File: src/rtl/fb_pkg.sv
// Shared frame-buffer definitions used by both the PPU-side writer and the VGA-side reader.
package fb_pkg;
  localparam int SCREEN_W    = 256;
  localparam int SCREEN_H    = 240;
  localparam int COLOR_W     = 6;
  localparam int PIXEL_NUM_W = 16;

  localparam logic [7:0] X_LAST = 8'(SCREEN_W - 1);
  localparam logic [7:0] Y_LAST = 8'(SCREEN_H - 1);

  typedef logic [PIXEL_NUM_W-1:0] pixel_num_t;
  typedef logic [COLOR_W-1:0]     color_t;

  typedef enum logic [1:0] {
    IDLE      = 2'd0,
    FILL      = 2'd1,
    WAIT_SWAP = 2'd2
  } fbw_state_t;

  // Same {y, x} packing the display reader uses for its fetch address.
  function automatic pixel_num_t pixel_num(input logic [7:0] x, input logic [7:0] y);
    return {y, x};
  endfunction
endpackage

File: src/rtl/raster_counter.sv
// Raster x/y position counter: clear to (0,0), restart at (1,0), advance in scan order.
module raster_counter
  import fb_pkg::*;
(
  input  logic       clk,
  input  logic       reset,
  input  logic       clear,
  input  logic       restart,
  input  logic       advance,
  output logic [7:0] x,
  output logic [7:0] y,
  output logic       last
);

  assign last = (x == X_LAST) && (y == Y_LAST);

  always_ff @(posedge clk) begin
    if (reset || clear) begin
      x <= 8'd0;
      y <= 8'd0;
    end else if (restart) begin
      // Pixel (0,0) is consumed by the restarting beat itself.
      x <= 8'd1;
      y <= 8'd0;
    end else if (advance) begin
      if (x == X_LAST) begin
        x <= 8'd0;
        y <= (y == Y_LAST) ? 8'd0 : y + 8'd1;
      end else begin
        x <= x + 8'd1;
      end
    end
  end

  a_y_in_range: assert property (@(posedge clk) disable iff (reset) y <= Y_LAST);

endmodule

File: src/rtl/frame_buffer_writer.sv
// Writes the PPU pixel stream into the back bank of a double-buffered frame buffer and
// swaps banks only at the display's end-of-active-frame.
module frame_buffer_writer
  import fb_pkg::*;
(
  input  logic               clk,
  input  logic               reset,
  input  logic               pix_valid,
  output logic               pix_ready,
  input  logic               pix_sof,
  input  logic [COLOR_W-1:0] pix_color,
  input  logic               vga_frame_end,
  output logic               write_en,
  output logic [16:0]        write_pixel_num,
  output logic [COLOR_W-1:0] write_pixel_color,
  output logic               read_bank,
  output logic               frame_done,
  output logic               frame_error,
  output logic [1:0]         debug_state
);

  fbw_state_t state;
  logic [7:0] x, y;
  logic       last;
  logic       accept, sof_hit, data_hit, swap;

  // Handshake: a beat transfers on a cycle where pix_valid && pix_ready. pix_ready is
  // decoded from state only, so it never depends on pix_valid in the same cycle.
  assign pix_ready   = (state != WAIT_SWAP);
  assign accept      = pix_valid && pix_ready;
  assign sof_hit     = accept && pix_sof;
  assign data_hit    = accept && !pix_sof && (state == FILL);
  assign swap        = (state == WAIT_SWAP) && vga_frame_end;
  assign debug_state = state;

  raster_counter u_raster (
    .clk     (clk),
    .reset   (reset),
    .clear   (swap),
    .restart (sof_hit),
    .advance (data_hit),
    .x       (x),
    .y       (y),
    .last    (last)
  );

  always_ff @(posedge clk) begin
    if (reset) begin
      state             <= IDLE;
      read_bank         <= 1'b0;
      write_en          <= 1'b0;
      write_pixel_num   <= 17'd0;
      write_pixel_color <= '0;
      frame_done        <= 1'b0;
      frame_error       <= 1'b0;
    end else begin
      write_en    <= sof_hit || data_hit;
      frame_done  <= 1'b0;
      frame_error <= sof_hit && (state == FILL);
      if (sof_hit || data_hit) begin
        write_pixel_num   <= {~read_bank, sof_hit ? 16'h0000 : pixel_num(x, y)};
        write_pixel_color <= pix_color;
      end
      case (state)
        IDLE: begin
          if (sof_hit) state <= FILL;
        end
        FILL: begin
          // A sof on the final position is a restart, so only data_hit can complete.
          if (data_hit && last) state <= WAIT_SWAP;
        end
        WAIT_SWAP: begin
          if (swap) begin
            read_bank  <= ~read_bank;
            frame_done <= 1'b1;
            state      <= IDLE;
          end
        end
        default: state <= IDLE;
      endcase
    end
  end

endmodule

File: config.mk
export PLATFORM = sky130hd
export DESIGN_NAME = frame_buffer_writer
export DESIGN_NICKNAME = d
export VERILOG_FILES = /design/src/rtl/fb_pkg.sv /design/src/rtl/raster_counter.sv /design/src/rtl/frame_buffer_writer.sv
export SDC_FILE = /design/constraint.sdc
export NUM_CORES = 1
export LEC_CHECK = 0
export CORE_MARGIN = 1.5
export CORE_UTILIZATION = 45
export CTS_CLUSTER_DIAMETER = 100
export DETAILED_ROUTE_END_ITERATION = 6
export PLACE_DENSITY = 0.83
export SETUP_SLACK_MARGIN = 0.5
export SYNTH_ARGS = -nofsm -noshare
export SYNTH_HDL_FRONTEND = slang
export SYNTH_HIERARCHICAL = 1
export SYNTH_SLANG_ARGS = --single-unit
File: constraint.sdc
create_clock -name clk -period 1.8 [get_ports clk]
set_input_delay 0.36 -clock clk [delete_from_list [all_inputs] [get_ports clk]]
set_output_delay 0.36 -clock clk [all_outputs]
set_load 0.02 [all_outputs]
After elaboration in Yosys (flattened, before gate mapping)
Cells that the tools add are included.

Register bits: 45. Output and inout bits: 30. Word-level logic and storage cells: 50.

Add/sub/neg operators: 2. Equality and inequality tests: 8. Mux-type cells: 10. Bitwise operators: 2. Reductions and logical operators: 18.

Operator list (count): adder 8 x 1 -> 8 bit (second input constant) (2); == test 8 bit (second input constant) (2); 2-to-1 mux 16 bit (1); 2-to-1 mux 8 bit (2); logical AND 1 bit (8); 2-to-1 mux 2 bit (3); one-hot mux 2 bit (3 select lines) (1); inequality test 2 x 1 -> 1 bit (second input constant) (2); inequality test 2 bit (second input constant) (2); AND reduction 2 bit (2); OR reduction 2 bit (2); 2-to-1 mux 1 bit (3); AND reduction 3 bit (1); == test 2 x 1 -> 1 bit (second input constant) (1); == test 2 bit (second input constant) (1); logical NOT 2 bit (1); logical OR 1 bit (2); NOT 1 bit (2); nonzero test 2 bit (1); logical NOT 1 bit (1).

Depth between registers and ports, before layout
Gate-level depths: netlist (run 1).

Word-level depth: 7. Mapped depth: 9. Gate-level depth less buffers: 7.

By module
Netlist (run 1), hierarchy kept.

By module, submodules not included: frame_buffer_writer (times used 1, cells an instance 128, area an instance 1157.4 um2, seq. area each 580.6 um2); raster_counter (times used 1, cells an instance 97, area an instance 828.3 um2, seq. area each 320.3 um2).

Least setup slack after synthesis (run 1)
Ideal clock, no wire load.

Kind: flip-flop to flip-flop. Start point: register u_raster.y[0]. End point: register state[1] (netlist: debug_state[1]). Setup time: 0.070 ns. Arrival: 1.833 ns. Required time: 1.730 ns. Setup slack: -0.103 ns. Cell stages (with the launch flop): 9. Path buffers: 1. Clock period less this slack: 1.903 ns. Cells stage by stage: dfxtp_1 > ha_1 > nand3_2 > or3_1 > buf_2 > nor2_1 > nand2_1 > or4b_1 > a21oi_1.

Cells in the longest elaborated chain, start to end: 5.

RTL lines: start, declared (line raster_counter.sv:11) `output logic [7:0] y,`; start signal, assigned (line raster_counter.sv:28) `y <= (y == Y_LAST) ? 8'd0 : y + 8'd1;`; == test 8 bit (line raster_counter.sv:15) `assign last = (x == X_LAST) && (y == Y_LAST);`; logical AND 1 bit (line raster_counter.sv:15); via last (line frame_buffer_writer.sv:24) `logic last;`; logical AND 1 bit (line frame_buffer_writer.sv:70) `if (data_hit && last) state <= WAIT_SWAP;`; inequality test 2 x 1 -> 1 bit (no source line); AND reduction 3 bit (no source line); end signal, assigned (line frame_buffer_writer.sv:70); end signal, assigned (line frame_buffer_writer.sv:76) `state <= IDLE;`; end signal, assigned (line frame_buffer_writer.sv:79) `default: state <= IDLE;`; end, declared (line frame_buffer_writer.sv:22) `fbw_state_t state;`.

The timed path passes the listed nets, and every way through them passes these cells. A chain may end at the register's enable or synchronous reset.

Worst setup path after layout (run 1)
Start point: register u_raster.y[1]. End point: register state[1] (netlist: debug_state[1]).

The elaborated chain is that of the path after synthesis.

==> results of run 1 <==
## flip-flops by register name, summed over array words and instances (netlist names)
register / cells
frame_error: 1
write_en: 1
write_pixel_num: 17
write_pixel_color: 6
debug_state: 2
read_bank: 1
frame_done: 1
u_raster/x: 8
u_raster/y: 8
## worst paths after layout
check	endpoint	cells past startpoint
setup reg to reg	debug_state[1]$_SDFFE_PP0P_	7
hold reg to reg	write_pixel_num[2]$_SDFFE_PP0P_	2
hold / removal	debug_state[1]$_SDFFE_PP0P_	3
setup / recovery	debug_state[1]$_SDFFE_PP0P_	7
## logic make-up after synthesis
| logic type | Yosys count | share of synthesized area |
|---|---|---|
| simple gates | 111 | 0.2936 |
| mux | 9 | 0.04789 |
| xor+xnor | 8 | 0.03529 |
| flops | 45 | 0.4537 |
| fa+ha+maj | 2 | 0.01260 |
| compound gates | 35 | 0.1090 |
| buf+inv | 15 | 0.04789 |
## tightest hold or removal path, cell delays in order
cell and delay, ns:
dlymetal6s2s_1 0.10, nand2b_1 0.13, a21oi_2 0.06
## synthesized netlist by cell type, types with 3 or more instances
library cell,count
dfxtp_1,45
xnor2_1,3
nand2b_1,13
nor2_1,13
inv_1,3
nand4_1,3
mux2i_1,8
nand3b_1,4
a21oi_1,23
nor3_1,7
buf_4,4
nand2_1,45
nand3_1,8
xor2_1,5
## metal layers
metal,vias to the layer above,routed length (um)
met1,1008,2645
met4,0,115
met2,48,3328
met3,14,201
met5,-,0
li1,960,-
## cell type report
type / count / area, um^2 / area share
Multi-Input combinational cell: 165 / 1309 / 0.4029
Timing Repair Buffer: 99 / 862.1 / 0.2654
Clock buffer: 8 / 80.08 / 0.02465
Tap cell: 50 / 62.56 / 0.01926
Inverter: 4 / 20.02 / 0.006163
Sequential cell: 45 / 914.6 / 0.2816
## repair_timing
action / in CTS / in global routing
endpoints found under the setup margin: 71 / 48
buffers inserted: 15 / 5
resized for setup: 93 / 82
pin swaps: 9 / 16
gates cloned: 1 / 1
hold buffers: 0 / 0
## cell usage in the layout (no fill, tap or decap), drive strengths merged, types with 7 or more instances in the layout
cell type	n
clkbuf	23
dfxtp	45
nor3	7
mux2i	8
nand2b	13
a21oi	23
clkdlybuf4s15	10
buf	65
clkdlybuf4s50	7
nand2	45
nand3	9
nor2	14
## power breakdown
group	internal [mW]	switching, mW	leakage [nW]
combinational	0.123	0.123	0.854
sequential	1.01	0.00795	0.368
clock	0.276	0.336	0.0395
total	1.41	0.467	1.26
## through the flow
stage | cells | cell area, um^2 | setup WS, ns | utilization
after floorplan | 225 | 2052 | -0.001236 | -
after global placement | 341 | 2716 | -0.1425 | 0.6601
after detailed placement | 341 | 2716 | -0.2108 | 0.6601
after CTS | 365 | 3025 | 0.02909 | 0.7352
after global routing | 371 | 3248 | -0.05282 | 0.7893
final | 371 | 3248 | -0.01782 | 0.7893
==> flow_summary.toml, run 1 <==
[synth]
ys_seq_elements = 45
ys.flop_type = "dfxtp_1"
synth_nets = 238
ys_types = 44
avgSynthCellArea_um2 = 8.825
ys.warnings.count = 6
ys_seq_area_frac = 0.4537
synth-async-reset-ratio = 0
yosysTopAreaCell = "dfxtp_1"
synth_edf_count = 0
synth_top_area_frac = 0.4537
synthTopCellsByArea = "dfxtp_1 (45%), nand2_1 (8.5%), a21oi_1 (5.8%)"
synthCells = 225
syn_area_mm2 = 0.001986

[global_routing]
grtUsageTotal = 0.2126
use_met1 = 0.2541
top_usage_layer = "met2"
gr-usage-met3 = 0.04651
use_met2 = 0.3707
grt_overflow = 0
grt_max_degree = 24
grt_pass1_vias = 1850
grt_first_pass_wirelength_um = 8300
antenna_found_initial = 0

[sta]
tightest_slew_ns = 0.4209
skew_ns = 0.007954
final.setup.worst_slack_ns = -0.01782
finalCritPeriodShare = 1.010
holdWs_ns = 0.3898
setup-violations-final = 1
max_clock_freq_ghz = 0.5501
drv_slew = 0
hold_viol_final = 0
relSlewSlack = 0.7172
min_period_ns = 1.818
rsz0062_at_grt = "yes"
tns_ns = -0.01782

[clocking]
cts-root-buf = "clkbuf_8"
clockBufferDepth = 2
htree_levels = 2
numCtsBuffers = 5
clkSlewWorstSetupHoldPaths_ns = 0.08
clkLatencyLatePin_ns = 0.31
cts_tree = "done"
cts_num_sinks = 45

[setup_path]
cp_top_family = "simple AND/OR/NAND/NOR gates"
r2r-start = "u_raster/y[1]$_SDFFE_PP0P_"
worst-path-max-fanout = 2
slowest_stage = "or4b_4"
critPathKind = "reg2reg"
arrival_ns = 2.05
crit_required_ns = 2.03
endpoint_kind = "flop"
max_stage_delay_ns = 0.48
reg2reg_slack_ns = -0.02
startpoint_type = "flop"
path_cells = "ha_4, nand3_2, or3_4, nor2_4, nand2_2, or4b_4, a21oi_2"
crit_path_start = "u_raster/y[1]$_SDFFE_PP0P_"
critPathBufInv = 0

[drt]
vias_per_cell = 5.472
drt_first_pass_iters = 4
route.detailed.drc = 0
wl_per_cell_um = 16.95
final_antenna_net_count = 0
wl_um = 6290
num_vias = 2030
drt_iter0_drc = 133

[finish]
syn2layout_area_growth_pct = 63.58
nFillCells = 234
nNetsFinal = 333
drive_above_1_share = 0.4953
diodes = 0

[worst_hold_path]
hp-start = "vga_frame_end"
hold_path.class = "in2reg"

[status]
violations = "setup timing"
status = "finished, violations left"

[power_and_ir_drop]
irDropWorstVdd_uv = 318.2
power_mw = 1.873
power_density_mw_per_mm2 = 576.8
leakage_nw = 1.261

[job]
cap_violations = 0

[placed_design]
io_buffers = 40
dp_hpwl_um = 3409
gp_congestion = 0.9031

[floorplan]
ios = 41
start_util = 0.4825
die_area_mm2 = 0.004820
rows = 23
die_w_um = 69.43
core_area_mm2 = 0.004115
die_y_um = 69.43
Note: power is estimated with default switching activity, not from simulation.
==> run 2, diff against run 1 <==
--- a/config.mk
+++ b/config.mk
@@ -5,10 +5,13 @@
 export SDC_FILE = /design/constraint.sdc
 export NUM_CORES = 1
 export LEC_CHECK = 0
+export CORE_ASPECT_RATIO = 1.75
 export CORE_MARGIN = 1.5
 export CORE_UTILIZATION = 45
 export CTS_CLUSTER_DIAMETER = 100
 export DETAILED_ROUTE_END_ITERATION = 6
+export GPL_ROUTABILITY_DRIVEN = 0
+export GPL_TIMING_DRIVEN = 1
 export PLACE_DENSITY = 0.83
 export SETUP_SLACK_MARGIN = 0.5
 export SYNTH_ARGS = -nofsm -noshare
==> flow_summary.toml, run 2 (same netlist as run 1, synthesis figures left out) <==
[status]
status = "complete, no violations"

[sta]
relSlewSlack = 0.8388
finalCritPeriodShare = 0.9900
drv_slew = 0
skew_ns = 0.007219
hold_viol_final = 0
tightest_slew_ns = 0.2384
rsz0062_at_grt = "yes"
min_period_ns = 1.782
setup-violations-final = 0
tns_ns = 0
final.setup.worst_slack_ns = 0.01797
max_clock_freq_ghz = 0.5612

[power_and_ir_drop]
power_density_mw_per_mm2 = 648.9
p_int_mw = 1.416
sw_frac_of_total = 0.2390
netSwitchingPower_mw = 0.4447
seqPwrFrac = 0.547
power_mw = 1.861
leakage_nw = 1.142
combPwrFrac = 0.102
irDropWorstVdd_uv = 720.9
clkPwrFrac = 0.351

[clocking]
clkLatencyLatePin_ns = 0.30
cts_tree = "done"
numCtsBuffers = 5
clockBufferDepth = 2
htree_levels = 2
cts_hold_buf = 0
cts_num_sinks = 45
cts-root-buf = "clkbuf_8"
clkSlewWorstSetupHoldPaths_ns = 0.08

[floorplan]
die_y_um = 90.88
die_w_um = 53.22
start_util = 0.4740
ios = 41
rows = 31
die_area_mm2 = 0.004836
core_area_mm2 = 0.004189

[global_routing]
gr-usage-met3 = 0.04636
grt_pass1_vias = 1825
use_met2 = 0.3745
grt_overflow = 0
grt_max_degree = 24
antenna_found_initial = 0
grtUsageTotal = 0.2154
grt_first_pass_wirelength_um = 7886
use_met1 = 0.2363
top_usage_layer = "met2"

[worst_hold_path]
hold_path.class = "in2reg"

[finish]
nFillCells = 318
finalNonFillerCells = 352
syn2layout_area_growth_pct = 44.42
mostFrequentLayoutCells = "nand2_1 (43), dfxtp_1 (40), buf_4 (36)"
drive_above_1_share = 0.3828
final_area_mm2 = 0.002868
nNetsFinal = 315
mostFrequentLayoutCell = "nand2_1"
top_register = "write_pixel_num"
diodes = 0
largest_register_ffs = 17
reg_top3 = "write_pixel_num x17, u_raster/x x8, u_raster/y x8"

[setup_path]
crit_required_ns = 2.03
worst-path-max-fanout = 2
arrival_ns = 2.01
endpoint_kind = "flop"
startpoint_type = "flop"
critPathKind = "reg2reg"

[drt]
wl_um = 4657
drt_iter0_drc = 32
drt_first_pass_iters = 4
route.detailed.drc = 0
wl_per_cell_um = 13.23
final_antenna_net_count = 0
vias_per_cell = 5.182
num_vias = 1824

[job]
cap_violations = 0

[placed_design]
dpl_cell_area_mm2 = 0.002723
numPlacedInstances = 341
dp_hpwl_um = 3276
io_buffers = 40
place_ws_ns = -0.2369
run 2: cell type report:
| cell class | instances | area, um^2 | share of cell area |
|---|---|---|---|
| inverters | 4 | 20.02 | 0.006981 |
| multi-input cells | 165 | 1107 | 0.3861 |
| clock inverters | 2 | 13.76 | 0.004799 |
| clock buffers | 6 | 82.58 | 0.02880 |
| flip-flops and latches | 45 | 914.6 | 0.3189 |
| well taps | 49 | 61.31 | 0.02138 |
| repair buffers | 81 | 668.1 | 0.2330 |
run 2: layer usage:
metal / part of all wire / wire length, um
met2: 0.56 / 2601
met4: 0.022 / 101
met1: 0.39 / 1811
met3: 0.031 / 143
met5: 0 / 0
run 2: final timing paths:
| kind | to | slack [ns] | depth (start not counted) | start |
|---|---|---|---|---|
| worst min register to register | write_pixel_num[14]$_SDFFE_PP0P_ | 0.46 | 2 | write_pixel_num[14]$_SDFFE_PP0P_ |
| worst max-delay path | debug_state[1]$_SDFFE_PP0P_ | 0.02 | 7 | u_raster/y[1]$_SDFFE_PP0P_ |
| worst min-delay path | debug_state[1]$_SDFFE_PP0P_ | 0.35 | 3 | vga_frame_end |
| worst max register to register | debug_state[1]$_SDFFE_PP0P_ | 0.02 | 7 | u_raster/y[1]$_SDFFE_PP0P_ |
run 2: power groups by stage:
stage	sequential (mW)	combinational (mW)	clock, mW
finish	1.02	0.189	0.654
detailed placement	1.04	0.188	0
floorplan	1.06	0.0787	0
CTS	1.02	0.187	0.671
global placement	1.04	0.185	0
global route	1.02	0.203	0.714
run 2: critical path: stages (launching register included):
cell and delay (ns):
dfxtp_4 0.37, ha_4 0.13, nand3_2 0.08, or3_4 0.35, nor2_2 0.11, nand2_1 0.07
or4b_1 0.47, a21oi_1 0.13
run 2: repair_timing:
action	4_1_cts	5_1_grt
endpoints found under the setup margin	71	38
pin swaps	3	1
buffers inserted	1	2
gates resized for setup	91	42
run 2: metrics by stage:
stage                 util  hold slack [ns]
floorplan                -           0.4304
global placement    0.6499           0.4413
detailed placement  0.6499           0.4462
CTS                 0.6834           0.4578
global route        0.6846           0.3747
finish              0.6846           0.3541
==> run 3, diff against run 2 <==
--- a/config.mk
+++ b/config.mk
@@ -5,6 +5,7 @@
 export SDC_FILE = /design/constraint.sdc
 export NUM_CORES = 1
 export LEC_CHECK = 0
+export ABC_CLOCK_PERIOD_IN_PS = 1800
 export CORE_ASPECT_RATIO = 1.75
 export CORE_MARGIN = 1.5
 export CORE_UTILIZATION = 45
@@ -13,6 +14,8 @@
 export GPL_ROUTABILITY_DRIVEN = 0
 export GPL_TIMING_DRIVEN = 1
 export PLACE_DENSITY = 0.83
+export RECOVER_POWER = 25
+export REMOVE_ABC_BUFFERS = 1
 export SETUP_SLACK_MARGIN = 0.5
 export SYNTH_ARGS = -nofsm -noshare
 export SYNTH_HDL_FRONTEND = slang
==> flow_summary.toml, run 3 (same netlist as run 1, synthesis figures left out) <==
[worst_hold_path]
hold_end = "write_pixel_num[8]$_SDFFE_PP0P_"
hold_path.class = "reg2reg"
hp-start = "write_pixel_num[8]$_SDFFE_PP0P_"
hold-path-cell-count = 2

[finish]
top_register = "write_pixel_num"
mostFrequentLayoutCell = "buf_4"
largest_register_ffs = 17
diodes = 0
drive_above_1_share = 0.5392
reg_top3 = "write_pixel_num x17, u_raster/x x8, u_raster/y x8"
syn2layout_area_growth_pct = 72.27
nNetsFinal = 344
nFillCells = 229
utilization = 0.8166
mostFrequentLayoutCells = "buf_4 (39), nand2_1 (38), dfxtp_1 (36)"

[clocking]
cts_hold_buf = 0
cts-root-buf = "clkbuf_8"
cts_tree = "done"
clkLatencyLatePin_ns = 0.30
htree_levels = 2
numCtsBuffers = 5
cts_num_sinks = 45
clkSlewWorstSetupHoldPaths_ns = 0.09
clockBufferDepth = 2

[setup_path]
critPathBufInv = 0
crit_required_ns = 2.04
r2r-start = "u_raster/y[0]$_SDFFE_PP0P_"
reg2reg_slack_ns = -0.04
slowest_stage = "or4b_1"
cp_top_family = "simple AND/OR/NAND/NOR gates"
critPathKind = "reg2reg"
worst_r2r_path_depth = 7
r2r-end = "debug_state[1]$_SDFFE_PP0P_"
max_stage_delay_ns = 0.47
worst-path-max-fanout = 2
endpoint_kind = "flop"
startpoint_type = "flop"
arrival_ns = 2.07
path_cells = "ha_4, nand3_4, or3_4, nor2_4, nand2_2, or4b_1, a21oi_1"

[power_and_ir_drop]
clkPwrFrac = 0.386
netSwitchingPower_mw = 0.4759
seqPwrFrac = 0.494
leakage_nw = 1.380
sw_frac_of_total = 0.2307
combPwrFrac = 0.119
irDropWorstVdd_uv = 675.7
p_int_mw = 1.587
power_mw = 2.063
power_density_mw_per_mm2 = 603.0

[placed_design]
io_buffers = 40
dp_hpwl_um = 3636
place_ws_ns = -0.2108

[drt]
wl_per_cell_um = 19.60
drt_iter0_drc = 77
wl_met2_um = 3867
wl_met3_um = 451
top_layer = "met4"
route.detailed.drc = 0
drt_first_pass_iters = 4
wl_um = 7467
num_vias = 2169
final_antenna_net_count = 0
vias_per_cell = 5.693
route.layer.met1.wl_um = 2598

[sta]
final.setup.worst_slack_ns = -0.03836
finalCritPeriodShare = 1.021
hold_viol_final = 0
drv_slew = 0
min_period_ns = 1.838
skew_ns = 0.01191
max_clock_freq_ghz = 0.5440
tightest_slew_ns = 0.5542
rsz0062_at_grt = "yes"
setup-violations-final = 1
relSlewSlack = 0.6267
tns_ns = -0.03836

[floorplan]
die_w_um = 53.22
die_y_um = 90.88
start_util = 0.4740
rows = 31
core_area_mm2 = 0.004189
ios = 41
die_area_mm2 = 0.004836

[global_routing]
grt_first_pass_wirelength_um = 10060
grt_max_degree = 24
grtUsageTotal = 0.2862
antenna_found_initial = 0
grt_overflow = 0
grt_pass1_vias = 2105

[job]
cap_violations = 0

[status]
status = "finished, violations left"
violations = "setup timing"
[run 3: changes by cell type in the layout (fill, tap and decap cells not counted), moves of 4 or more]
cell / delta
clkbuf_2: +8
buf_2: -5
clkdlybuf4s15_2: -4
a21oi_2: +15
nand2_1: -5
dfxtp_1: -4
a21oi_1: -16
dfxtp_2: +6
buf_6: +26
[run 3: worst max path at each step]
stage	from	endpoint	slack, ns	cells after the start
floorplan	debug_state[0]$_SDFFE_PP0P_	u_raster/y[6]$_SDFFE_PP0P_	-0.35	6
global placement	pix_sof	u_raster/y[5]$_SDFFE_PP0P_	-0.19	8
detailed placement	pix_sof	u_raster/y[4]$_SDFFE_PP0P_	-0.21	7
CTS	u_raster/y[0]$_SDFFE_PP0P_	debug_state[1]$_SDFFE_PP0P_	0.009	7
global route	u_raster/x[5]$_SDFFE_PP0P_	debug_state[1]$_SDFFE_PP0P_	-0.07	6
finish	u_raster/y[0]$_SDFFE_PP0P_	debug_state[1]$_SDFFE_PP0P_	-0.04	7
[run 3: cell type report]
| type | count | area, um^2 | area share |
|---|---|---|---|
| repair buffers | 110 | 977.2 | 0.2857 |
| flip-flops and latches | 45 | 914.6 | 0.2674 |
| clock buffers | 7 | 86.33 | 0.02524 |
| well taps | 49 | 61.31 | 0.01792 |
| multi-input cells | 165 | 1331 | 0.3892 |
| inverters | 4 | 20.02 | 0.005852 |
| clock inverters | 1 | 30.03 | 0.008778 |
[run 3: power by group through the flow]
stage          registers [mW]  clock network [mW]  logic [mW]
2_1_floorplan            1.06                   0      0.0619
3_3_place_gp             1.04                   0       0.188
3_5_place_dp             1.04                   0       0.192
4_1_cts                  1.02               0.798       0.207
5_1_grt                  1.02               0.848       0.257
6_report                 1.02               0.797       0.246
[run 3: routing by layer]
metal	up-vias	global-route usage
met4	0	0.1859
met1	1032	0.2751
li1	984	-
met2	106	0.5031
met5	-	0
met3	47	0.06954
[run 3: worst reg2reg max path: cells and delay by family (launching register included)]
| kind | cells | cell delay (ns) |
|---|---|---|
| adders and majority gates | 1 | 0.16 |
| DFF | 1 | 0.37 |
| and+or+nand+nor | 5 | 1.10 |
| AOI/OAI and AO/OA | 1 | 0.15 |
[run 3: timing repair]
| action | in CTS | in global routing |
|---|---|---|
| pin swaps | 22 | 27 |
| setup buffers | 13 | 10 |
| gates resized for setup | 135 | 90 |
| setup endpoints to repair | 72 | 64 |
| gates cloned | 0 | 1 |
[run 3: through the flow]
step	instances	instance area, um^2	hold slack (ns)
after detailed placement	349	2743	0.4459
after global placement	349	2743	0.4409
after global routing	381	3421	0.4689
final	381	3421	0.4565
after floorplan	214	1911	0.4291
after CTS	370	3173	0.4491
